## src/rtl/engine_job_pkg.sv

```systemverilog
// Shared types and constants for the engine job controller and its watchdog.
package engine_job_pkg;

    typedef enum logic [1:0] {
        ST_IDLE  = 2'd0,
        ST_START = 2'd1,
        ST_RUN   = 2'd2,
        ST_DONE  = 2'd3
    } job_state_t;

    localparam int CNT_W_DEF = 16;

    // Bit positions inside err_o
    localparam int ERR_WDOG     = 0;
    localparam int ERR_MISMATCH = 1;

endpackage

```

## src/rtl/engine_job_wdog.sv

```systemverilog
// RUN-state watchdog: counts enabled cycles and pulses o_timeout for one cycle
// when WDOG_CYC cycles have elapsed. WDOG_CYC = 0 disables the timeout.
module engine_job_wdog #(
    parameter int unsigned WDOG_CYC = 65535
) (
    input  logic i_clk,
    input  logic i_rst,
    input  logic i_enable,
    input  logic i_clear,
    output logic o_timeout
);

    localparam int W = (WDOG_CYC > 1) ? $clog2(WDOG_CYC) : 1;
    localparam logic [W-1:0] LIMIT = (WDOG_CYC > 0) ? W'(WDOG_CYC - 1) : '0;

    logic [W-1:0] r_cnt;
    logic         w_at_limit;

    assign w_at_limit = (r_cnt == LIMIT);

    // Wrapping at the limit keeps the timeout a single-cycle pulse.
    always_ff @(posedge i_clk) begin
        if (i_rst || i_clear || !i_enable) begin
            r_cnt <= '0;
        end else if (w_at_limit) begin
            r_cnt <= '0;
        end else begin
            r_cnt <= r_cnt + 1'b1;
        end
    end

    assign o_timeout = (WDOG_CYC != 0) && i_enable && w_at_limit;

endmodule

```

## src/rtl/engine_job_ctrl.sv

```systemverilog
// Job controller for the downstream loop wrapper: accepts a job, starts the
// engine, counts iterations, and reports completion, timeout and count mismatch.
module engine_job_ctrl
    import engine_job_pkg::*;
#(
    parameter int          CNT_W    = CNT_W_DEF,
    parameter int unsigned WDOG_CYC = 65535
) (
    input  logic             clk_i,
    input  logic             rst_i,
    input  logic             clear_i,
    input  logic             job_valid_i,
    output logic             job_ready_o,
    input  logic [CNT_W-1:0] job_max_lk_i,
    output logic             eng_start_o,
    output logic [CNT_W-1:0] eng_max_lk_o,
    input  logic             eng_ready_i,
    input  logic             eng_done_i,
    output logic             busy_o,
    output logic             evt_done_o,
    output logic [CNT_W-1:0] iter_cnt_o,
    output logic [1:0]       err_o
);

    function automatic logic [CNT_W-1:0] sat_inc(input logic [CNT_W-1:0] v, input logic inc);
        if (inc && !(&v)) begin
            return v + 1'b1;
        end
        return v;
    endfunction

    job_state_t       r_state;
    logic             r_start;
    logic             r_evt_done;
    logic [CNT_W-1:0] r_max_lk;
    logic [CNT_W-1:0] r_iter;
    logic [1:0]       r_err;

    logic             w_clr;
    logic             w_accept;
    logic             w_timeout;
    logic [CNT_W-1:0] w_iter_next;

    assign w_clr       = rst_i || clear_i;
    assign job_ready_o = (r_state == ST_IDLE) && !clear_i;
    assign w_accept    = job_valid_i && job_ready_o;
    // Includes a ready arriving in the same cycle as done for the mismatch check.
    assign w_iter_next = sat_inc(r_iter, eng_ready_i);

    engine_job_wdog #(
        .WDOG_CYC (WDOG_CYC)
    ) u_wdog (
        .i_clk     (clk_i),
        .i_rst     (rst_i),
        .i_enable  (r_state == ST_RUN),
        .i_clear   (clear_i),
        .o_timeout (w_timeout)
    );

    always_ff @(posedge clk_i) begin
        if (w_clr) begin
            r_state    <= ST_IDLE;
            r_start    <= 1'b0;
            r_evt_done <= 1'b0;
            r_max_lk   <= '0;
            r_iter     <= '0;
            r_err      <= '0;
        end else begin
            r_start    <= 1'b0;
            r_evt_done <= 1'b0;
            case (r_state)
                ST_IDLE: begin
                    if (w_accept) begin
                        r_max_lk <= job_max_lk_i;
                        r_iter   <= '0;
                        r_err    <= '0;
                        if (job_max_lk_i != '0) begin
                            r_state <= ST_START;
                            r_start <= 1'b1;
                        end else begin
                            r_state    <= ST_DONE;
                            r_evt_done <= 1'b1;
                        end
                    end
                end
                ST_START: begin
                    r_state <= ST_RUN;
                end
                ST_RUN: begin
                    r_iter <= w_iter_next;
                    // Done takes priority over a coincident watchdog timeout.
                    if (eng_done_i) begin
                        r_state    <= ST_DONE;
                        r_evt_done <= 1'b1;
                        if (w_iter_next != r_max_lk) begin
                            r_err[ERR_MISMATCH] <= 1'b1;
                        end
                    end else if (w_timeout) begin
                        r_state         <= ST_DONE;
                        r_evt_done      <= 1'b1;
                        r_err[ERR_WDOG] <= 1'b1;
                    end
                end
                ST_DONE: begin
                    r_state <= ST_IDLE;
                end
                default: begin
                    r_state <= ST_IDLE;
                end
            endcase
        end
    end

    assign eng_start_o  = r_start;
    assign evt_done_o   = r_evt_done;
    assign eng_max_lk_o = r_max_lk;
    assign iter_cnt_o   = r_iter;
    assign err_o        = r_err;
    assign busy_o       = (r_state != ST_IDLE);

endmodule

```

## config.mk

```make
export PLATFORM = sky130hd
export DESIGN_NAME = engine_job_ctrl
export DESIGN_NICKNAME = d
export VERILOG_FILES = /design/src/rtl/engine_job_pkg.sv /design/src/rtl/engine_job_wdog.sv /design/src/rtl/engine_job_ctrl.sv
export SDC_FILE = /design/constraint.sdc
export NUM_CORES = 1
export LEC_CHECK = 0
export ABC_AREA = 1
export CAP_MARGIN = 10
export CORE_MARGIN = 2
export CORE_UTILIZATION = 55
export DETAILED_ROUTE_END_ITERATION = 8
export GPL_TIMING_DRIVEN = 1
export PLACE_DENSITY = 0.88
export SYNTH_ARGS = -nofsm -noshare
export SYNTH_HDL_FRONTEND = slang
export SYNTH_HIERARCHICAL = 1
export SYNTH_SLANG_ARGS = --single-unit
```

## constraint.sdc

```tcl
create_clock -name clk_i -period 4.7 [get_ports clk_i]
set_input_delay 1.41 -clock clk_i [delete_from_list [all_inputs] [get_ports clk_i]]
set_output_delay 1.41 -clock clk_i [all_outputs]
set_load 0.02 [all_outputs]
```

==> flow_summary.html <==
<table>
<tr><th>Metric</th><th>Value</th></tr>
<tr><th colspan="2">Power and ir drop</th></tr>
<tr><td>Net switching power</td><td>~0.00023 W</td></tr>
<tr><td>Power density over the cells</td><td>roughly 220 nW/um2</td></tr>
<tr><td>Fraction of power spent switching nets</td><td>~25%</td></tr>
<tr><td>Standby leakage power</td><td>roughly 1.5 nW</td></tr>
<tr><td>VDD IR max</td><td>about 0.16 mV</td></tr>
<tr><td>Flop pwr share</td><td>between 50 and 60%</td></tr>
<tr><td>Share of total power in combinational logic</td><td>approximately an eighth</td></tr>
<tr><td>Share of total power in the clock network</td><td>between 30% and 40%</td></tr>
<tr><td>Internal power</td><td>0.000674 W</td></tr>
<tr><th colspan="2">Worst hold path</th></tr>
<tr><td>Worst hold path class</td><td>register to register</td></tr>
<tr><th colspan="2">Logic synthesis</th></tr>
<tr><td>Simple-Gate Fraction of Synth Area</td><td>a little over two fifths</td></tr>
<tr><td>Cells after synthesis</td><td>~530</td></tr>
<tr><td>Adder-Cell Fraction of Synth Area</td><td>under 10%</td></tr>
<tr><td>Count of synthesis-stage warnings from yosys</td><td>6</td></tr>
<tr><td>Number of synthesized register bits</td><td>54</td></tr>
<tr><td>Post-synthesis compound-gate area fraction</td><td>about 11%</td></tr>
<tr><td>Largest family of logic cells by synthesized area</td><td>simple AND/OR/NAND/NOR gates</td></tr>
<tr><td>Post-synth cell types</td><td>37</td></tr>
<tr><td>Area of the mapped netlist</td><td>roughly 3400 um2</td></tr>
<tr><td>Sequential fraction of the synthesis area</td><td>roughly a third</td></tr>
<tr><td>Xor and xnor fraction of the mapped netlist area</td><td>between 1.5 and 2%</td></tr>
<tr><td>Synth Area per Inst</td><td>6.41 um2</td></tr>
<tr><td>Share of synthesized area spent on multiplexers</td><td>0%</td></tr>
<tr><td>Number of nets in the synthesized netlist</td><td>about 560</td></tr>
<tr><th colspan="2">GRT</th></tr>
<tr><td>Number of global-route vias before repair</td><td>3185</td></tr>
<tr><td>Overall routing resource usage</td><td>a little over a quarter</td></tr>
<tr><td>Antenna violations before repair</td><td>0</td></tr>
<tr><td>Remaining global-route overflow</td><td>0</td></tr>
<tr><td>Maximum number of pins on one net before global-route repair</td><td>38</td></tr>
<tr><td>Global-route wire length before repair</td><td>around 14000 um</td></tr>
<tr><th colspan="2">Floorplan</th></tr>
<tr><td>Vert. Die Dim</td><td>82.5 um</td></tr>
<tr><td>Placeable core region</td><td>between 5000 and 6000 um2</td></tr>
<tr><td>Starting Density</td><td>57.2%</td></tr>
<tr><td>Die ar.</td><td>slightly below 7000 um2</td></tr>
<tr><td>Horiz. Die Dim</td><td>82.5 um</td></tr>
<tr><td>Total number of placement rows</td><td>28</td></tr>
<tr><td>Number of I/O pins</td><td>60</td></tr>
<tr><th colspan="2">Timing</th></tr>
<tr><td>RSZ-0062 raised after global routing</td><td>false</td></tr>
<tr><td>Fin. Hold Viols</td><td>0</td></tr>
<tr><td>Final worst path period need</td><td>around 4.1 ns</td></tr>
<tr><td>Worst clock skew on the final layout</td><td>between 0.007 and 0.008 ns</td></tr>
<tr><td>Fraction of the cycle the final worst path needs</td><td>86.7%</td></tr>
<tr><td>Hold slack</td><td>0.468 ns</td></tr>
<tr><td>Worst Tran Pin Value</td><td>~0.67 ns</td></tr>
<tr><td>Final Setup Violations</td><td>0</td></tr>
<tr><td>Headroom to the max-slew limit</td><td>55.1%</td></tr>
<tr><td>F_max</td><td>245 MHz</td></tr>
<tr><td>Max-slew violation count</td><td>0</td></tr>
<tr><td>Fin Setup TNS</td><td>0 ns</td></tr>
<tr><th colspan="2">Critical path</th></tr>
<tr><td>WP data arrival</td><td>approximately 2.7 ns</td></tr>
<tr><td>Required time of the critical path</td><td>approximately 3.3 ns</td></tr>
<tr><td>Kind of end point of the critical path</td><td>primary output</td></tr>
<tr><td>Path type of the worst setup path</td><td>primary input to primary output</td></tr>
<tr><td>Startpoint type of the worst setup path</td><td>primary input</td></tr>
<tr><td>Largest driver fanout on the critical path</td><td>3</td></tr>
<tr><th colspan="2">Final layout</th></tr>
<tr><td>Number of nets in the layout</td><td>a little over 600</td></tr>
<tr><td>Share of final-layout standard cells stronger than drive strength 1</td><td>approximately 8.7%</td></tr>
<tr><td>Synth-to-Final Area Change</td><td>22.0%</td></tr>
<tr><td>Count of filler cells inserted in the layout</td><td>500</td></tr>
<tr><td>Diode count</td><td>0</td></tr>
<tr><td>Final core area utilization</td><td>69.8%</td></tr>
<tr><th colspan="2">Routing</th></tr>
<tr><td>Via count</td><td>around 3500</td></tr>
<tr><td>Detail-routed net length per standard cell</td><td>13.2 um</td></tr>
<tr><td>Drt first-iter violations</td><td>200</td></tr>
<tr><td>DRC errors left</td><td>0</td></tr>
<tr><td>Via density</td><td>5.34</td></tr>
<tr><td>Final wirelength</td><td>8740 um</td></tr>
<tr><td>Detailed-routing iteration count for the pre-antenna-repair pass</td><td>4</td></tr>
<tr><td>Remaining antenna violation count</td><td>0</td></tr>
<tr><th colspan="2">Clocking</th></tr>
<tr><td>Num Clock Sinks</td><td>54</td></tr>
<tr><td>TritonCTS clock tree</td><td>built</td></tr>
<tr><td>Number of H-tree branching levels</td><td>2</td></tr>
<tr><td>TritonCTS Buffers</td><td>5</td></tr>
<tr><td>Number of setup buffers added after CTS</td><td>0</td></tr>
<tr><td>Resize count post-CTS</td><td>0</td></tr>
<tr><td>Insertion delay of the later-clocked pin in the worst-skew pair</td><td>about 0.31 ns</td></tr>
<tr><td>Clk pin slew, worst setup/hold paths</td><td>~0.090 ns</td></tr>
<tr><td>Clock root buffer</td><td>sky130_fd_sc_hd__clkbuf_8</td></tr>
<tr><td>Number of buffers on the longest clock path</td><td>2</td></tr>
<tr><td>Hold buffer count at cts</td><td>0</td></tr>
<tr><th colspan="2">Run</th></tr>
<tr><td>Max-capacitance violation count</td><td>0</td></tr>
<tr><th colspan="2">Placed design</th></tr>
<tr><td>Routability congestion estimate from global placement</td><td>about 0.93</td></tr>
<tr><td>IO buf count</td><td>between 50 and 60</td></tr>
<tr><td>Detailed Place HPWL</td><td>between 6000 and 7000 um</td></tr>
<tr><th colspan="2">Status</th></tr>
<tr><td>Result of the run</td><td>finished clean</td></tr>
</table>
-- registers in the layout, indices dropped and copies added, names as in the netlist --
name / count
eng_max_lk_o: 16
eng_start_o: 1
err_o: 2
evt_done_o: 1
iter_cnt_o: 16
r_state: 2
u_wdog/r_cnt: 16
-- layout make-up --
class	count	area [um2]	area share [%]
timing repair buffer	61	606	14.7
tap	75	93.8	2.27
sequential	54	1080	26.2
clock inverter	1	30.0	0.727
multi-input combinational	398	2000	48.3
inverter	66	248	6.00
clock buffer	7	76.3	1.85
-- path summary, 6_finish.rpt --
check	start	to	slack, ns	depth (start not counted)
worst max-delay path	clear_i	job_ready_o	0.62	3
worst max register to register	iter_cnt_o[0]	err_o[1]	2.31	14
worst min register to register	u_wdog/r_cnt[0]	u_wdog/r_cnt[0]	0.47	1
worst min-delay path	u_wdog/r_cnt[0]	u_wdog/r_cnt[0]	0.47	1
-- stage by stage --
step                total power [W]  setup WS [ns]  instances  cell area (um2)
finish                     0.000905          0.624        662             4130
global route               0.000943          0.547        662             4130
CTS                        0.000911          0.623        662             4130
detailed placement         0.000600          0.625        654             4020
global placement           0.000597          0.646        654             4020
floorplan                  0.000545           1.53        528             3390
-- layer usage --
metal  vias to the layer above  GRT usage [%]  part of all wire (%)
li1                       1820              -                     -
met1                      1601           30.6                    42
met2                        90           47.0                    51
met3                        21           5.54                   5.5
met4                         0           9.50                   2.0
met5                         -              0                     0
-- cell usage in the layout (no fill, tap or decap), types with 2 or more instances in the layout --
cell type                           n
sky130_fd_sc_hd__nand3_2            7
sky130_fd_sc_hd__clkbuf_1           2
sky130_fd_sc_hd__nor3_1             5
sky130_fd_sc_hd__nor2_2             5
sky130_fd_sc_hd__a21oi_2            2
sky130_fd_sc_hd__inv_1             63
sky130_fd_sc_hd__nand2_2           17
sky130_fd_sc_hd__dfxtp_1           54
sky130_fd_sc_hd__ha_1               6
sky130_fd_sc_hd__a21oi_1           36
sky130_fd_sc_hd__xor2_1             4
sky130_fd_sc_hd__nand2_1          143
sky130_fd_sc_hd__o21ai_0           20
sky130_fd_sc_hd__clkbuf_8           5
sky130_fd_sc_hd__clkinv_1           2
sky130_fd_sc_hd__nor2_1            55
sky130_fd_sc_hd__clkdlybuf4s50_1   59
sky130_fd_sc_hd__nand4_1            6
sky130_fd_sc_hd__nor2_4             7
sky130_fd_sc_hd__or4_1              2
sky130_fd_sc_hd__nand3_1           64
sky130_fd_sc_hd__nor4_1             2
sky130_fd_sc_hd__a31oi_1            2
sky130_fd_sc_hd__xnor2_1            3
sky130_fd_sc_hd__buf_4              2
-- cell families (layout without fill, tap and decap cells) --
logic type                 count (synthesis)  in the layout
xor gates and xnor gates                   7              7
DFF                                       54             54
AOI/OAI and AO/OA                         67             67
adders and majority gates                  6              6
buffers and inverters                     76            135
and+or+nand+nor                          318            318
-- worst max-delay path: stages --
cell and delay [ns]:
sky130_fd_sc_hd__clkdlybuf4s50_1 0.44, sky130_fd_sc_hd__nor2_1 0.18, sky130_fd_sc_hd__clkdlybuf4s50_1 0.63
-- power groups by stage --
stage / logic [W] / clock network [W] / registers [W]
after floorplan: 0.0000580 / 0 / 0.000487
after global placement: 0.000116 / 0 / 0.000481
after detailed placement: 0.000119 / 0 / 0.000481
after CTS: 0.000119 / 0.000321 / 0.000470
after global routing: 0.000134 / 0.000338 / 0.000471
final: 0.000120 / 0.000314 / 0.000470
-- Yosys cell counts --
cell	n	share of area (%)
sky130_fd_sc_hd__nand2_1	143	16
sky130_fd_sc_hd__nand3_1	64	9.5
sky130_fd_sc_hd__inv_1	63	7.0
sky130_fd_sc_hd__nor2_1	55	6.1
sky130_fd_sc_hd__dfxtp_1	54	32
sky130_fd_sc_hd__a21oi_1	36	5.3
sky130_fd_sc_hd__o21ai_0	20	3.0
sky130_fd_sc_hd__nand2_2	17	3.1
sky130_fd_sc_hd__nand3_2	7	2.1
sky130_fd_sc_hd__nor2_4	7	2.3
sky130_fd_sc_hd__clkbuf_1	6	0.67
sky130_fd_sc_hd__ha_1	6	2.2
sky130_fd_sc_hd__nand4_1	6	1.1
sky130_fd_sc_hd__nor2_2	5	0.92
sky130_fd_sc_hd__nor3_1	5	0.74
sky130_fd_sc_hd__xor2_1	4	1.0
sky130_fd_sc_hd__buf_6	3	1.0
sky130_fd_sc_hd__xnor2_1	3	0.78
sky130_fd_sc_hd__a21oi_2	2	0.52
sky130_fd_sc_hd__a31oi_1	2	0.37
sky130_fd_sc_hd__clkinv_1	2	0.22
sky130_fd_sc_hd__nor4_1	2	0.37
sky130_fd_sc_hd__or4_1	2	0.44
sky130_fd_sc_hd__a211oi_1	1	0.22
sky130_fd_sc_hd__a21o_1	1	0.22
sky130_fd_sc_hd__a221oi_1	1	0.26
sky130_fd_sc_hd__and2_2	1	0.22
sky130_fd_sc_hd__buf_2	1	0.15
sky130_fd_sc_hd__inv_2	1	0.11
sky130_fd_sc_hd__nand2_4	1	0.33
sky130_fd_sc_hd__nand4_2	1	0.37
sky130_fd_sc_hd__nor3b_1	1	0.22
sky130_fd_sc_hd__o21ai_1	1	0.15
sky130_fd_sc_hd__o21bai_1	1	0.22
sky130_fd_sc_hd__o21bai_4	1	0.55
sky130_fd_sc_hd__o32ai_1	1	0.26
sky130_fd_sc_hd__or2_0	1	0.18
Power figures use the tool's default switching activity.
